`config.mk`:
```
export PLATFORM = sky130hd
export DESIGN_NAME = digit_serial_mag_comp
export DESIGN_NICKNAME = d
export VERILOG_FILES = /design/src/rtl/digit_serial_mag_comp_pkg.sv /design/src/rtl/digit_serial_mag_comp_digit_cmp.sv /design/src/rtl/digit_serial_mag_comp.sv
export SDC_FILE = /design/constraint.sdc
export NUM_CORES = 1
export LEC_CHECK = 0
export CAP_MARGIN = 20
export CORE_MARGIN = 8
export CORE_UTILIZATION = 50
export DETAILED_ROUTE_END_ITERATION = 16
export HOLD_SLACK_MARGIN = 0.02
export PLACE_DENSITY = 0.85
export RECOVER_POWER = 25
export SLEW_MARGIN = 30
export SYNTH_ARGS = -nofsm -noshare
export SYNTH_HDL_FRONTEND = slang
export SYNTH_SLANG_ARGS = --single-unit
```
`constraint.sdc`:
```
create_clock -name clk -period 2.08 [get_ports clk]
set_input_delay 0.416 -clock clk [delete_from_list [all_inputs] [get_ports clk]]
set_output_delay 0.416 -clock clk [all_outputs]
set_load 0.02 [all_outputs]
```
`src/rtl/digit_serial_mag_comp_pkg.sv`:
```
// Shared types for the digit-serial magnitude comparator: digit width,
// three-way compare result and its flag decoding.
package cmp_pkg;

    localparam int DIGIT_W = 2;

    typedef enum logic [1:0] {
        CMP_EQ = 2'b00,
        CMP_LT = 2'b01,
        CMP_GT = 2'b10
    } cmp_res_t;

    // Returns {eq, lt, gt}; always one-hot.
    function automatic logic [2:0] to_flags(input cmp_res_t res);
        logic [2:0] flags;
        case (res)
            CMP_LT:  flags = 3'b010;
            CMP_GT:  flags = 3'b001;
            default: flags = 3'b100;
        endcase
        return flags;
    endfunction

endpackage

```
`src/rtl/digit_serial_mag_comp_digit_cmp.sv`:
```
// Combinational compare of one digit pair, producing a three-way result.
module digit_cmp
    import cmp_pkg::*;
#(
    parameter int DIGIT_W = cmp_pkg::DIGIT_W
) (
    input  logic [DIGIT_W-1:0] i_a,
    input  logic [DIGIT_W-1:0] i_b,
    output cmp_res_t           o_res
);

    always_comb begin
        o_res = CMP_EQ;
        if (i_a > i_b)
            o_res = CMP_GT;
        else if (i_a < i_b)
            o_res = CMP_LT;
    end

endmodule

```
`src/rtl/digit_serial_mag_comp.sv`:
```
// LSB-first digit-serial unsigned magnitude comparator with valid/ready
// handshakes on the digit stream and on the held result.
module digit_serial_mag_comp
    import cmp_pkg::*;
#(
    parameter  int DIGIT_W    = cmp_pkg::DIGIT_W,
    parameter  int MAX_DIGITS = 16,
    localparam int CNT_W      = $clog2(MAX_DIGITS + 1)
) (
    input  logic               clk,
    input  logic               rst_n,
    input  logic               in_valid,
    output logic               in_ready,
    input  logic [DIGIT_W-1:0] a_digit,
    input  logic [DIGIT_W-1:0] b_digit,
    input  logic               in_last,
    output logic               out_valid,
    input  logic               out_ready,
    output logic               A_eq_B,
    output logic               A_lt_B,
    output logic               A_gt_B,
    output logic               len_err,
    output logic [CNT_W-1:0]   digit_cnt
);

    typedef enum logic {
        ST_ACCUM = 1'b0,
        ST_HOLD  = 1'b1
    } state_t;

    state_t           r_state;
    cmp_res_t         r_verdict;
    logic [CNT_W-1:0] r_cnt;
    logic             r_out_valid;
    logic [2:0]       r_flags;
    logic             r_len_err;
    logic [CNT_W-1:0] r_digit_cnt;

    cmp_res_t         w_beat_res;
    cmp_res_t         w_next_verdict;
    logic [CNT_W-1:0] w_cnt_next;
    logic             w_term;

    digit_cmp #(
        .DIGIT_W(DIGIT_W)
    ) u_digit_cmp (
        .i_a   (a_digit),
        .i_b   (b_digit),
        .o_res (w_beat_res)
    );

    // LSB-first: any difference at this digit outranks everything seen so far.
    always_comb begin
        w_next_verdict = r_verdict;
        if (w_beat_res != CMP_EQ)
            w_next_verdict = w_beat_res;
        w_cnt_next = r_cnt;
        if (r_cnt != CNT_W'(MAX_DIGITS))
            w_cnt_next = r_cnt + 1'b1;
        w_term = in_last || (w_cnt_next == CNT_W'(MAX_DIGITS));
    end

    always_ff @(posedge clk or negedge rst_n) begin
        if (!rst_n) begin
            r_state     <= ST_ACCUM;
            r_verdict   <= CMP_EQ;
            r_cnt       <= '0;
            r_out_valid <= 1'b0;
            r_flags     <= 3'b100;
            r_len_err   <= 1'b0;
            r_digit_cnt <= '0;
        end else begin
            case (r_state)
                ST_ACCUM: begin
                    if (in_valid) begin
                        r_cnt     <= w_cnt_next;
                        r_verdict <= w_next_verdict;
                        if (w_term) begin
                            r_state     <= ST_HOLD;
                            r_out_valid <= 1'b1;
                            r_flags     <= to_flags(w_next_verdict);
                            r_len_err   <= !in_last;
                            r_digit_cnt <= w_cnt_next;
                        end
                    end
                end
                ST_HOLD: begin
                    // Flags and digit_cnt are left as-is; out_valid disqualifies them.
                    if (out_ready) begin
                        r_state     <= ST_ACCUM;
                        r_out_valid <= 1'b0;
                        r_cnt       <= '0;
                        r_verdict   <= CMP_EQ;
                        r_len_err   <= 1'b0;
                    end
                end
                default: r_state <= ST_ACCUM;
            endcase
        end
    end

    assign in_ready  = (r_state == ST_ACCUM);
    assign out_valid = r_out_valid;
    assign A_eq_B    = r_flags[2];
    assign A_lt_B    = r_flags[1];
    assign A_gt_B    = r_flags[0];
    assign len_err   = r_len_err;
    assign digit_cnt = r_digit_cnt;

endmodule

```
==> run metrics, run 1 <==
commonest non-fill, non-tap cell in the layout nand2_1; Ys Warns 0; Post-synth EDFFs 0; GRT met1 Usage 15.99%; Max FO, Critical Path 2; area share of fa/ha/maj cells after synthesis 7.282%; layout cells sized above 1 17.73%; grt met3 use 4.175%; sequential share of power 39.1%; Routed Wire Length 2518 µm; Max clock buf depth 2; normalized max-slew margin 62.53%; post-synthesis instance area 0.001031 mm²; global routing usage on met2 24.78%; crit path time final 2.084 ns; initial antenna violation count 0; leakage power 0.6337 nW; Worst-Skew Late Latency 0.30 ns; Setup violations, final 1; CTS H-tree depth 1; clock root buffer clkbuf_4; vias per inst 5.506; power density cells 987.1 mW/mm²; synthesis-to-finish area growth 34.71%; Hold Crit Class in2async; max_cap viols 0; Final Max Slew Viols 0; pin count of the biggest net entering global routing 12; synthesized instance count 109; Routed wire per std cell 14.99 µm; ANT nets after route 0; fin worst setup slack -0.003961 ns; total grt overflow 0; Clock power frac 13.7%; most frequent cells in the layout 21 x nand2_1, 18 x clkdlybuf4s50_1, 17 x dfrtp_1; crit start category input pin; DIE HEIGHT 61.41 µm; first drt pass iteration count 4; Detailed Route Iter0 Violations 30; Max Clock Skew 0.002024 ns; Final period util 100.2%; # clock sinks 18; vias post-DR 925; first-pass GRT wire length 4140 µm; DRC Markers 0; Post-Synth XOR/XNOR Area 4.126%; Arrival @ worst endpoint 2.31 ns; unique cell type count in the Yosys netlist 33; layer with the highest usage met2; Pint 0.0008426 W; TritonCTS clock tree built; failing checks setup timing; core footprint 0.001962 mm²; #FFs+latches synth 18; mux cell area share after synthesis 5.097%; Worst EP required 2.31 ns; Fin Setup TNS -0.003961 ns; Synth Area in Simple Gates 20.63%; complex-gate fraction of the synthesized area 14.08%; FFs w/ async S/R, synth 100.0%; main combinational cell family by area after synthesis simple AND/OR/NAND/NOR gates; Die X-Extent 61.41 µm; Achievable Freq 479.9 MHz; antenna cell count 0; Setup crit end kind flip-flop; RSZ-0062 raised after global routing yes; CTS Hold Bufs 0; synthesized area per cell 9.459 µm²; Final Hold Vio Count 0; Sw Pwr 0.0005284 W; gr usage total 14.61%; IO Pins 20; Final Util 70.79%; GP Congestion 0.8570; Syn Nets 124; cell row count 16; HPWL Detailed 1942 µm; Reg clk slew, reported paths 0.10 ns; port buffer count 19; status complete, but fails checks; effective utilization at floorplan 52.55%; DIE AREA 0.003771 mm²; Logic pwr share 47.2%; Peak VDD IR 0.0006304 V; vias in the first global route 959; Switching Share 38.54%; actual slew at the worst max-slew pin 0.5621 ns; register area share after synthesis 43.81%; dominant synthesized flop cell dfrtp_1; WS Path Type in2reg; cts bufs inserted 3; nets@finish 157; Tot Pwr 0.001371 W
==> power by group through the flow <==
stage | Sequential (W) | Clock, W | Combinational, W
5_1_grt | 0.000553 | 0.000209 | 0.000696
4_1_cts | 0.000535 | 0.000190 | 0.000627
3_5_place_dp | 0.000543 | 0 | 0.000625
3_3_place_gp | 0.000532 | 0 | 0.000600
6_report | 0.000536 | 0.000188 | 0.000647
2_1_floorplan | 0.000591 | 0 | 0.000282
==> flip-flops by register name, indices dropped and copies added, names as in the netlist <==
signal,cells
r_state,1
r_verdict,2
r_flags,3
len_err,1
out_valid,1
r_cnt,5
digit_cnt,5
==> kinds of logic (layout without fill, tap and decap cells) <==
logic type      after synthesis  in the layout
simple gates                 42             42
compound gates               23             23
flops                        18             18
buf+inv                      12             44
fa+ha+maj                     6              6
xor+xnor                      4              4
mux                           4              4
==> Yosys cell counts, drive strengths merged, types with 2 or more instances <==
master	number	share of area (%)
a21oi	5	2.4
mux2i	4	5.1
nand4	4	2.4
ha	6	7.3
nor2	2	0.73
clkbuf	2	0.73
xor2	2	1.7
nor2b	2	1.2
nand2	21	7.6
inv	7	2.5
nand2b	3	1.8
xnor2	2	2.4
o21ai	5	2.4
dfrtp	17	41
buf	3	1.7
nand3	4	1.9
o211ai	4	2.9
o22ai	4	2.4
==> worst max-delay path, stage by stage <==
cell             delay, ns
clkdlybuf4s50_1       0.45
inv_1                 0.06
ha_4                  0.26
nor2b_2               0.18
o22a_1                0.22
inv_2                 0.06
ha_4                  0.26
nand2b_1              0.05
a21oi_1               0.12
nand4_1               0.11
o211ai_1              0.12
==> area by class of cell <==
type                            count  area, µm²
Clock buffer                        4      26.28
Tap cell                           27      33.78
Timing Repair Buffer               33      291.5
Sequential cell                    18      451.7
Fill cell                         155      573.1
Inverter                            7      26.28
Multi-Input combinational cell     79      559.3
==> worst paths after layout <==
| kind | from | endpoint | slack (ns) | depth (start not counted) |
|---|---|---|---|---|
| min in group clk | out_valid$_DFFE_PN0P_ | out_valid$_DFFE_PN0P_ | 0.51 | 2 |
| min | rst_n | digit_cnt[0]$_DFFE_PN0P_ | 0.45 | 1 |
| max | b_digit[1] | r_flags[2]$_DFFE_PN1P_ | -0.004 | 11 |
| max reg2reg | r_cnt[0]$_DFFE_PN0P_ | r_flags[1]$_DFFE_PN0P_ | 0.23 | 5 |
| min reg2reg | out_valid$_DFFE_PN0P_ | out_valid$_DFFE_PN0P_ | 0.51 | 2 |
| max in group asynchronous | rst_n | len_err$_DFFE_PN0P_ | 0.83 | 2 |
==> stage by stage <==
stage,hold WS (ns),setup WS [ns],cells,instance area [µm²]
floorplan,0.1204,0.2922,109,1031
global placement,0.4776,-0.2605,163,1328
detailed placement,0.4834,-0.2946,163,1328
CTS,0.3886,0.01713,167,1354
global route,0.4609,-0.07602,168,1389
finish,0.4455,-0.003961,168,1389
==> timing repair <==
item | CTS | global route
setup endpoints to repair | 0 | 3
resized for setup | 0 | 6
setup buffers | 0 | 1
==> per-layer routing <==
layer | wire length [µm] | share of wire [%]
met5 | 0 | 0
met4 | 38 | 1.5
met3 | 202 | 8.0
met2 | 1258 | 50
met1 | 1018 | 40
Power figures use the tool's default switching activity.
==> inputs of run 2 (changes only) <==
CELL_PAD_IN_SITES_DETAIL_PLACEMENT = 1   (was default)
CELL_PAD_IN_SITES_GLOBAL_PLACEMENT = 1   (was default)
CORE_UTILIZATION = 38   (was 50)
SKIP_CTS_REPAIR_TIMING = 1   (was default)
==> run 2 against run 1 <==
Compared with the run above: the run now ends clean; clock skew up 0.0073 ns; sequential power up 0.7%; non-clock buffer count down 3; via count up 2.1%; critical path depth unchanged; flip-flop and latch count unchanged; cell area up 1.1%; worst hold slack better by 0.062 ns; die area up 23%; core utilization down 18 points; first-iteration DRC count up 27%; global-route usage down 1.6 points.
==> run metrics, run 2 (synthesis gave the netlist of run 1 again) <==
status finished clean (was complete, but fails checks); cts bufs inserted 3 (unchanged); Hold Crit Class reg2reg (was in2async); Routed Wire Length 3041 µm (was 2518 µm); WS Path Type in2reg (unchanged); Die X-Extent 68.09 µm (was 61.41 µm); Setup violations, final 0 (was 1); HPWL Detailed 2263 µm (was 1942 µm); IO Pins 20 (unchanged); synthesis-to-finish area growth 36.17% (was 34.71%); commonest non-fill, non-tap cell in the layout nand2_1 (unchanged); antenna cell count 0 (unchanged); CTS H-tree depth 1 (unchanged); DRC Markers 0 (unchanged); vias post-DR 944 (was 925); Achievable Freq 500.6 MHz (was 479.9 MHz); Peak VDD IR 0.0004868 V (was 0.0006304 V); first drt pass iteration count 4 (unchanged); TritonCTS clock tree built (unchanged); Worst EP required 2.26 ns (was 2.31 ns); actual slew at the worst max-slew pin 1.010 ns (was 0.5621 ns); cell repeated most along the worst path inv_1 (was ha_4); first-pass GRT wire length 4650 µm (was 4140 µm); initial antenna violation count 0 (unchanged); Clock power frac 16.0% (was 13.7%); effective utilization at floorplan 38.72% (was 52.55%); fill count 318 (was 155); clock root buffer clkbuf_4 (unchanged); Routed wire per std cell 17.99 µm (was 14.99 µm); Switching Share 39.02% (was 38.54%); crit path time final 1.998 ns (was 2.084 ns); Final Hold Vio Count 0 (unchanged); Pint 0.0008717 W (was 0.0008426 W); nets@finish 154 (was 157); crit start category input pin (unchanged); Logic pwr share 46.2% (was 47.2%); DIE AREA 0.004636 mm² (was 0.003771 mm²); GP Congestion 0.8609 (was 0.8570); Placed Area 0.001318 mm² (was 0.001328 mm²); Max Clock Skew 0.009345 ns (was 0.002024 ns); layout cells sized above 1 18.12% (was 17.73%); Reg clk slew, reported paths 0.11 ns (was 0.10 ns); # clock sinks 18 (unchanged); power density cells 1018 mW/mm² (was 987.1 mW/mm²); core footprint 0.002663 mm² (was 0.001962 mm²); Final period util 96.05% (was 100.2%); Setup crit end kind flip-flop (unchanged); DIE HEIGHT 68.09 µm (was 61.41 µm); normalized max-slew margin 32.66% (was 62.53%); CP max stage cell clkdlybuf4s50_1 (unchanged); Sw Pwr 0.0005579 W (was 0.0005284 W); Detailed Route Iter0 Violations 38 (was 30); pin count of the biggest net entering global routing 19 (was 12); leakage power 0.6454 nW (was 0.6337 nW); vias per inst 5.586 (was 5.506); Worst-Skew Late Latency 0.30 ns (about the same); area of the multi-input gates 576.8 µm² (was 559.3 µm²); Arrival @ worst endpoint 2.18 ns (was 2.31 ns); Final Max Slew Viols 0 (unchanged); most frequent cells in the layout 21 x nand2_1, 17 x dfrtp_1, 16 x clkdlybuf4s50_1 (was 21 x nand2_1, 18 x clkdlybuf4s50_1, 17 x dfrtp_1); Fin Setup TNS 0 ns (was -0.003961 ns); vias in the first global route 1059 (was 959); total grt overflow 0 (unchanged); gr usage total 13.03% (was 14.61%); crit-path cells clkdlybuf4s50_1 -> inv_1 -> ha_4 -> nand3_1 -> o21ai_1 -> inv_1 -> ha_1 -> nand2b_1 -> a21oi_1 -> nand4_1 -> o211ai_1 (was clkdlybuf4s50_1 -> inv_1 -> ha_4 -> nor2b_2 -> o22a_1 -> inv_2 -> ha_4 -> nand2b_1 -> a21oi_1 -> nand4_1 -> o211ai_1); Max clock buf depth 2 (unchanged); sequential share of power 37.8% (was 39.1%); port buffer count 19 (unchanged); max incr delay on CP 0.45 ns (about the same); cell row count 19 (was 16); Finished Cell Area 0.001404 mm² (was 0.001389 mm²); ANT nets after route 0 (unchanged); Max FO, Critical Path 3 (was 2); Reg area 451.7 µm² (unchanged); max_cap viols 0 (unchanged)
==> run 2: metrics by stage <==
| step | utilization [%] | cells | total power (W) | hold WS [ns] | setup slack [ns] |
|---|---|---|---|---|---|
| finish | 52.73 | 169 | 0.001430 | 0.5071 | 0.08222 |
| global route | 52.73 | 169 | 0.001517 | 0.5517 | -0.05308 |
| CTS | 50.85 | 169 | 0.001404 | 0.4430 | -0.09445 |
| detailed placement | 49.48 | 165 | 0.001175 | 0.4877 | -0.3682 |
| global placement | 49.48 | 165 | 0.001137 | 0.4797 | -0.3132 |
| floorplan | - | 109 | 0.0008727 | 0.1204 | 0.2922 |
==> run 2: worst max-delay path, delay by kind of cell <==
family	cells	cell delay, ns
compound gates	3	0.38
simple gates	3	0.28
fa+ha+maj	2	0.49
buf+inv	3	0.60
==> run 2: power groups by stage <==
stage | logic, W | clock network (W) | registers [W]
6_report | 0.000661 | 0.000229 | 0.000540
5_1_grt | 0.000717 | 0.000245 | 0.000555
4_1_cts | 0.000634 | 0.000231 | 0.000539
3_5_place_dp | 0.000629 | 0 | 0.000546
3_3_place_gp | 0.000600 | 0 | 0.000536
2_1_floorplan | 0.000282 | 0 | 0.000591
==> run 2: area by class of cell <==
class / instances / share of cell area (%)
clock buffer: 4 / 2.585
inverter: 7 / 1.872
multi-input combinational: 79 / 41.09
sequential: 18 / 32.17
tap: 31 / 2.763
timing repair buffer: 30 / 19.52
==> run 2: path summary, 6_finish.rpt <==
path,from,end,slack [ns],cells after the start
max in group asynchronous,rst_n,r_verdict[1]$_DFFE_PN0P_,0.69,2
worst max-delay path,a_digit[0],r_flags[0]$_DFFE_PN0P_,0.08,11
worst min register to register,out_valid$_DFFE_PN0P_,out_valid$_DFFE_PN0P_,0.51,2
min in group asynchronous,rst_n,r_cnt[0]$_DFFE_PN0P_,0.78,2
worst min-delay path,out_valid$_DFFE_PN0P_,out_valid$_DFFE_PN0P_,0.51,2
worst max register to register,r_cnt[0]$_DFFE_PN0P_,digit_cnt[3]$_DFFE_PN0P_,0.15,5
==> run 2: routing by layer <==
layer  share of wire, %  up-vias  track usage (%)
met5                  0        -                0
met4                1.4        0            4.604
met3                5.0        7            3.437
met2                 54       28            23.92
met1                 39      470            14.02
li1                   -      439                -
